File: src/rtl/nexys_reset_sequencer.sv
// Nexys board reset sequencer: debounced reset button, SD-card power sequencing, SoC reset release.
// Define NEXYS_RSTSEQ_SD_POWER_CYCLE_EN to add the on-demand SD power-cycle path (SD_OFF/SD_REON).
module nexys_reset_sequencer #(
    parameter int unsigned DEBOUNCE_CYCLES  = 1000,
    parameter int unsigned SD_OFF_CYCLES    = 100000,
    parameter int unsigned SD_ON_CYCLES     = 100000,
    parameter int unsigned CORE_HOLD_CYCLES = 64
) (
    input  logic       ref_clk,
    input  logic       rst,
    input  logic       pad_reset_n_i,
    input  logic       sd_cycle_req_i,
    output logic       sd_cycle_ack_o,
    output logic       sdio_reset_o,
    output logic       core_rst_n_o,
    output logic       ready_o,
    output logic [2:0] state_o
);

    typedef enum logic [2:0] {
        ST_RESET     = 3'd0,
        ST_SD_ON     = 3'd1,
        ST_CORE_HOLD = 3'd2,
`ifdef NEXYS_RSTSEQ_SD_POWER_CYCLE_EN
        ST_RUN       = 3'd3,
        ST_SD_OFF    = 3'd4,
        ST_SD_REON   = 3'd5
`else
        ST_RUN       = 3'd3
`endif
    } state_e;

    localparam logic [19:0] DEB_LAST  = 20'(DEBOUNCE_CYCLES - 1);
    localparam logic [19:0] ON_LAST   = 20'(SD_ON_CYCLES - 1);
    localparam logic [19:0] HOLD_LAST = 20'(CORE_HOLD_CYCLES - 1);

    logic        sync1_q, sync1_d, sync2_q, sync2_d;
    logic        pressed_q, pressed_d;
    logic [19:0] deb_cnt_q, deb_cnt_d;
    logic        req_q, req_d;
    state_e      state_q, state_d;
    logic [19:0] dur_q, dur_d;
    logic        sdio_reset_q, sdio_reset_d;
    logic        core_rst_n_q, core_rst_n_d;
    logic        ready_q, ready_d;

    // The synchronized pad is active-low, so equality with `pressed` means they disagree.
    always_comb begin
        sync1_d   = pad_reset_n_i;
        sync2_d   = sync1_q;
        pressed_d = pressed_q;
        deb_cnt_d = '0;
        if (sync2_q == pressed_q) begin
            if (deb_cnt_q == DEB_LAST) begin
                pressed_d = ~pressed_q;
            end else begin
                deb_cnt_d = deb_cnt_q + 20'd1;
            end
        end
    end

    assign req_d = sd_cycle_req_i;

`ifdef NEXYS_RSTSEQ_SD_POWER_CYCLE_EN
    localparam logic [19:0] OFF_LAST = 20'(SD_OFF_CYCLES - 1);

    logic req_edge;
    logic ack_q, ack_d;
    assign req_edge = sd_cycle_req_i & ~req_q;
`else
    logic unused_req_edge;
    assign unused_req_edge = sd_cycle_req_i & ~req_q;
`endif

    always_comb begin
        state_d = state_q;
        case (state_q)
            ST_RESET:     if (!pressed_q) state_d = ST_SD_ON;
            ST_SD_ON:     if (dur_q == ON_LAST) state_d = ST_CORE_HOLD;
            ST_CORE_HOLD: if (dur_q == HOLD_LAST) state_d = ST_RUN;
`ifdef NEXYS_RSTSEQ_SD_POWER_CYCLE_EN
            ST_RUN:       if (req_edge) state_d = ST_SD_OFF;
            ST_SD_OFF:    if (dur_q == OFF_LAST) state_d = ST_SD_REON;
            ST_SD_REON:   if (dur_q == ON_LAST) state_d = ST_RUN;
`else
            ST_RUN:       state_d = ST_RUN;
`endif
            default:      state_d = ST_RESET;
        endcase
        // The debounced button overrides every other transition.
        if (pressed_q) state_d = ST_RESET;

        dur_d = '0;
        if (state_d == state_q && dur_q != '1) dur_d = dur_q + 20'd1;
        else if (state_d == state_q) dur_d = dur_q;

        // Outputs are decoded from the next state so they change on the same edge as the state.
`ifdef NEXYS_RSTSEQ_SD_POWER_CYCLE_EN
        sdio_reset_d = (state_d == ST_RESET) || (state_d == ST_SD_OFF);
        core_rst_n_d = (state_d == ST_RUN) || (state_d == ST_SD_OFF) || (state_d == ST_SD_REON);
        ack_d        = (state_q == ST_SD_REON) && (state_d == ST_RUN);
`else
        sdio_reset_d = (state_d == ST_RESET);
        core_rst_n_d = (state_d == ST_RUN);
`endif
        ready_d      = (state_d == ST_RUN);
    end

    // NOTE: reset is synchronous here, so it is just the first branch of the clocked block.
    always_ff @(posedge ref_clk) begin
        if (rst) begin
            sync1_q      <= 1'b0;
            sync2_q      <= 1'b0;
            pressed_q    <= 1'b1;
            deb_cnt_q    <= '0;
            req_q        <= 1'b1;
            state_q      <= ST_RESET;
            dur_q        <= '0;
            sdio_reset_q <= 1'b1;
            core_rst_n_q <= 1'b0;
            ready_q      <= 1'b0;
        end else begin
            sync1_q      <= sync1_d;
            sync2_q      <= sync2_d;
            pressed_q    <= pressed_d;
            deb_cnt_q    <= deb_cnt_d;
            req_q        <= req_d;
            state_q      <= state_d;
            dur_q        <= dur_d;
            sdio_reset_q <= sdio_reset_d;
            core_rst_n_q <= core_rst_n_d;
            ready_q      <= ready_d;
        end
    end

`ifdef NEXYS_RSTSEQ_SD_POWER_CYCLE_EN
    always_ff @(posedge ref_clk) begin
        if (rst) ack_q <= 1'b0;
        else     ack_q <= ack_d;
    end
    assign sd_cycle_ack_o = ack_q;
`else
    assign sd_cycle_ack_o = 1'b0;
`endif

    assign sdio_reset_o = sdio_reset_q;
    assign core_rst_n_o = core_rst_n_q;
    assign ready_o      = ready_q;
    assign state_o      = state_q;

endmodule
File: config.mk
export PLATFORM = sky130hd
export DESIGN_NAME = nexys_reset_sequencer
export DESIGN_NICKNAME = d
export VERILOG_FILES = /design/src/rtl/nexys_reset_sequencer.sv
export SDC_FILE = /design/constraint.sdc
export NUM_CORES = 1
export LEC_CHECK = 0
export BUFFER_PORTS_ARGS = -buffer_cell sky130_fd_sc_hd__clkbuf_2
export CAP_MARGIN = 10
export CORE_UTILIZATION = 35
export DETAILED_ROUTE_END_ITERATION = 7
export PLACE_DENSITY = 0.59
export SLEW_MARGIN = 20
export SYNTH_ARGS = -nofsm -noshare
export SYNTH_HDL_FRONTEND = slang
export SYNTH_SLANG_ARGS = --single-unit
File: constraint.sdc
create_clock -name ref_clk -period 2.1 [get_ports ref_clk]
set_input_delay 0.21 -clock ref_clk [delete_from_list [all_inputs] [get_ports ref_clk]]
set_output_delay 0.21 -clock ref_clk [all_outputs]
set_load 0.02 [all_outputs]
# Word-level counts from Yosys, hierarchy flattened
# Cells that the tools add are included.
[totals] out_inout_bits=7 ff_bits=48 input_bits=4 word_cells=34
[op_classes] eq_ne=11 addsub=2 bitwise=2 n_mux=6 n_reduce_logical=5
[op_table] cell="20-bit by 1-bit adder with 20-bit output (second input constant)" count=2
[op_table] cell="20-bit two-way mux" count=2
[op_table] cell="20-bit by 10-bit equality test with 1-bit output (second input constant)" count=1
[op_table] cell="20-bit by 17-bit equality test with 1-bit output (second input constant)" count=1
[op_table] cell="20-bit by 6-bit equality test with 1-bit output (second input constant)" count=1
[op_table] cell="20-bit != test (second input constant)" count=1
[op_table] cell="3-bit case mux with 4 select lines" count=1
[op_table] cell="3-bit by 2-bit equality test with 1-bit output (second input constant)" count=3
[op_table] cell="3-bit two-way mux" count=3
[op_table] cell="3-bit zero test" count=2
[op_table] cell="3-bit by 1-bit equality test with 1-bit output (second input constant)" count=1
[op_table] cell="3-bit equality test" count=1
[op_table] cell="3-bit OR reduction" count=1
[op_table] cell="2-bit by 1-bit != test with 1-bit output (second input constant)" count=1
[op_table] cell="1-bit NOT" count=2
[op_table] cell="2-bit AND reduction" count=1
[op_table] cell="1-bit equality test" count=1
[op_table] cell="1-bit logical AND" count=1

# Logic depth before layout (Yosys ltp)
[depth] word_depth=7 mapped_depth=7 mapped_depth_nobuf=6

# Worst setup path after synthesis
# Ideal clock, no wire load.
[synth_timing] path_type="reg-to-reg" start="register dur_q[0]" end="register dur_q[1]" period_less_slack_ns=1.966 setup_time_ns=0.114 t_required_ns=1.986 slack_ns=0.134 path_buffers=1 stages_incl_launch_ff=8 arrival_time_ns=1.852 cell_sequence="dfxtp_1 ha_1 nand4_1 or4_1 nor2_2 buf_2 mux2i_1 nor2_1"
[synth_via] elab_chain_cells=7 word_cells_on_any_way=12 cone_classes="add/sub: 1; eq/ne: 5; mux: 5; reduce/logical: 1"
[synth_lines] element="start: declaration" line_no="42" text="logic [19:0] dur_q, dur_d;"
[synth_lines] element="start signal: assignment" line_no="129" text="dur_q <= dur_d;"
[synth_lines] element="20-bit by 6-bit equality test with 1-bit output / 20-bit by 17-bit equality test with 1-bit output (equally long branches)" line_no="80, 79"
[synth_lines] element="3-bit two-way mux, on equally long branches" line_no="80, 79"
[synth_lines] element="3-bit case mux with 4 select lines" line_no="77" text="case (state_q)"
[synth_lines] element="3-bit two-way mux" line_no="91" text="if (pressed_q) state_d = ST_RESET;"
[synth_lines] element="3-bit equality test" line_no="94, 95"
[synth_lines] element="1-bit logical AND" line_no="94" text="if (state_d == state_q && dur_q != '1) dur_d = dur_q + 20'd1;"
[synth_lines] element="2-bit by 1-bit != test with 1-bit output (no source line) / 20-bit two-way mux (equally long branches)"
# Parallel ways exist; a longest one is shown, timed or not.
# A chain may end at the register's enable or synchronous reset.

# Worst setup path after layout
[layout_timing] start="register dur_q[12]" end="register dur_q[10]"
# The elaborated chain is that of the path after synthesis.

==> results.toml <==
[floorplan]
die_w_um = 81.9
effective_utilization_at_floorplan_pct = 37.1
die_h_um = 81.9
core_area_mm2 = 0.00603
design.portCount = 11
floorplan.rows = 28
die-area_mm2 = 0.00671

[placement]
buffer_ports.inserted = 8
gp_congestion = 0.780
place_area_mm2 = 0.00244
place.detailed.hpwl_um = 3200

[synthesis]
synth_simple_gate_area_share_pct = 32.5
yosys.area_share.adder_pct = 1.12
cell_taking_the_most_area_after_synthesis = "sky130_fd_sc_hd__dfxtp_1"
asyncSetResetFlopFracSynth_pct = 0
total_number_of_yosys_warnings = 0
synth_enable_flop_cells = 0
post_synth_main_area_contributors = "sky130_fd_sc_hd__dfxtp_1 43%, sky130_fd_sc_hd__nor2_1 8.1%, sky130_fd_sc_hd__xnor2_1 5.5%"
synth.area.mux_share_pct = 1.34
netlist_instances = 264
yosys_most_used_dff = "sky130_fd_sc_hd__dfxtp_1"
synthTopCellsByCount = "48 x sky130_fd_sc_hd__dfxtp_1, 48 x sky130_fd_sc_hd__nor2_1, 19 x sky130_fd_sc_hd__nand2_1"
synth_compound_area_share_pct = 7.39
area_share_of_xor_xnor_cells_in_the_synthesized_design_pct = 10.6
synth_top_family_by_area = "simple AND/OR/NAND/NOR gates"
mappedNetlistArea_mm2 = 0.00224
syn-mean-instance-area_um2 = 8.47
synth_seq_area_share_pct = 43.0
synth_cell_type_count = 42
synth-seq-cells = 48
synth_largest_type_area_fraction_pct = 43.0

[pwr]
vdd.ir_drop.worst_uv = 323
post-layout-total-power_uw = 1610
power.density_cell_area_mw_per_mm2 = 618
leakage_uw = 0.000892

[clock_tree]
clock_root_buffer = "sky130_fd_sc_hd__clkbuf_8"
tritoncts_num_sinks = 48
clock_edge_transition_at_the_registers_on_the_reported_setup_and_hold_paths_ns = 0.09
numCtsBuffers = 5
clk-insertion-delay-late_ns = 0.30
cts_htree_levels = 2
ctsHoldBuffers = 0
cts_tree = "yes"
clock_path_buffers = 2

[detailed_routing]
antenna_violating_nets_remaining = 0
route.detailed.vias_per_inst = 5.05
first_pass_iters = 4
drtIter0Drc = 82
route.detailed.wl_per_inst_um = 12.2
dr_total_vias = 1837
route.detailed.drc = 0
drt_wl_total_um = 4420

[grt]
grt_pass1_wl_um = 7270
globalRoute.totalOverflow = 0
grt_usage_pct = 14.2
initial_antenna_violation_count = 0
grt_max_degree = 21
vias_in_the_first_global_route = 1585

[sta]
post-route-period-util_pct = 92.4
drv_slew = 0
worst_clock_skew_ns = 0.00635
endpoints_failing_setup = 0
fin_crit_ns = 1.94
fin_tns_setup_ns = 0
max_freq_ghz = 0.515
setup_repair_after_global_routing_missed_its_margin = "false"
hold_viol = 0

[worst_setup_path]
critical_path_required_ns = 2.30
cp-start-kind = "register"
worstPathMaxFanout = 7
worst-setup-path-type = "register to register"
endpoint_kind = "register"
critical_path_arrival_ns = 2.14

[finish]
antenna_cells_inserted = 0
post-route-cell-area_mm2 = 0.00260
fillCellCount = 607
finish.net_count = 294
syn_to_final_growth_pct = 16.4
drive_above_1_share_pct = 15.2

[outcome]
run_status = "completed"

[min_path]
type_of_the_most_critical_hold_path = "primary input to register"

[job]
max-cap-violations = 0
through the flow:
stage	utilization (%)	worst slack [ns]	instances	hold WS [ns]
after floorplan	-	0.134	265	0.282
after global placement	40.5	0.0843	354	0.430
after detailed placement	40.5	0.0427	354	0.434
after CTS	42.3	0.0282	362	0.139
after global routing	43.2	0.0488	364	0.145
final	43.2	0.159	364	0.143
registers in the layout (all words and copies together), names as in the netlist:
register	cells
deb_cnt_q	20
dur_q	20
state_o	3
pressed_q	1
ready_o	1
sdio_reset_o	1
sync1_q	1
sync2_q	1
critical path, stage by stage (launching register included):
cell and delay (ns):
sky130_fd_sc_hd__dfxtp_1 0.34, sky130_fd_sc_hd__or4_4 0.54, sky130_fd_sc_hd__nor4_4 0.16, sky130_fd_sc_hd__buf_4 0.16
sky130_fd_sc_hd__a211oi_2 0.06, sky130_fd_sc_hd__o31ai_2 0.31, sky130_fd_sc_hd__buf_4 0.21, sky130_fd_sc_hd__nor3_1 0.06
path summary, 6_finish.rpt:
check / from / to / slack, ns / depth (start not counted)
setup / recovery: dur_q[12]$_SDFFE_PP0P_ / dur_q[10]$_SDFFE_PP0P_ / 0.16 / 7
hold / removal: pad_reset_n_i / sync1_q$_SDFF_PP0_ / 0.14 / 2
setup reg to reg: dur_q[12]$_SDFFE_PP0P_ / dur_q[10]$_SDFFE_PP0P_ / 0.16 / 7
hold reg to reg: deb_cnt_q[0]$_SDFF_PP0_ / deb_cnt_q[0]$_SDFF_PP0_ / 0.45 / 1
cells in the final DEF (no fill, tap or decap), types with 7 or more instances in the layout:
master and count:
sky130_fd_sc_hd__xor2_1 13, sky130_fd_sc_hd__xnor2_1 14, sky130_fd_sc_hd__nor2_1 48, sky130_fd_sc_hd__o21ai_0 7, sky130_fd_sc_hd__inv_1 8, sky130_fd_sc_hd__buf_4 14
sky130_fd_sc_hd__nor3_1 7, sky130_fd_sc_hd__a21oi_1 9, sky130_fd_sc_hd__clkbuf_2 8, sky130_fd_sc_hd__nand4_1 7, sky130_fd_sc_hd__or3_1 8, sky130_fd_sc_hd__dfxtp_1 45
sky130_fd_sc_hd__nand3_1 13, sky130_fd_sc_hd__nand2_1 19
final cells by class:
cell class	instances	area (µm²)	share of cell area, %
Multi-Input combinational cell	200	1220	46.8
Sequential cell	48	965	37.1
Timing Repair Buffer	25	188	7.21
Tap cell	75	93.8	3.61
Clock buffer	6	72.6	2.79
Clock inverter	2	35.0	1.35
Inverter	8	30.0	1.15
power breakdown:
part	switching [µW]	internal, µW
Combinational	18.4	11.7
Sequential	3.75	915
Clock	305	354
repair_timing:
item / 4_1_cts / 5_1_grt
endpoints found under the setup margin: 0 / 20
resized for setup: 0 / 11
buffers inserted: 0 / 2
kinds of logic after synthesis:
group / count (synthesis)
AOI/OAI and AO/OA: 27
xor gates and xnor gates: 27
adders and majority gates: 2
buffers and inverters: 17
DFF: 48
muxes: 3
other: 1
and+or+nand+nor: 139
layer usage:
| metal | track usage, % | wire length (µm) | up-vias |
|---|---|---|---|
| met5 | 0 | 0 | - |
| met4 | 5.61 | 61 | 0 |
| met3 | 3.56 | 116 | 7 |
| met2 | 21.7 | 1960 | 21 |
| met1 | 19.0 | 2290 | 846 |
| li1 | - | - | 963 |
Note: power is estimated with default switching activity, not from simulation.
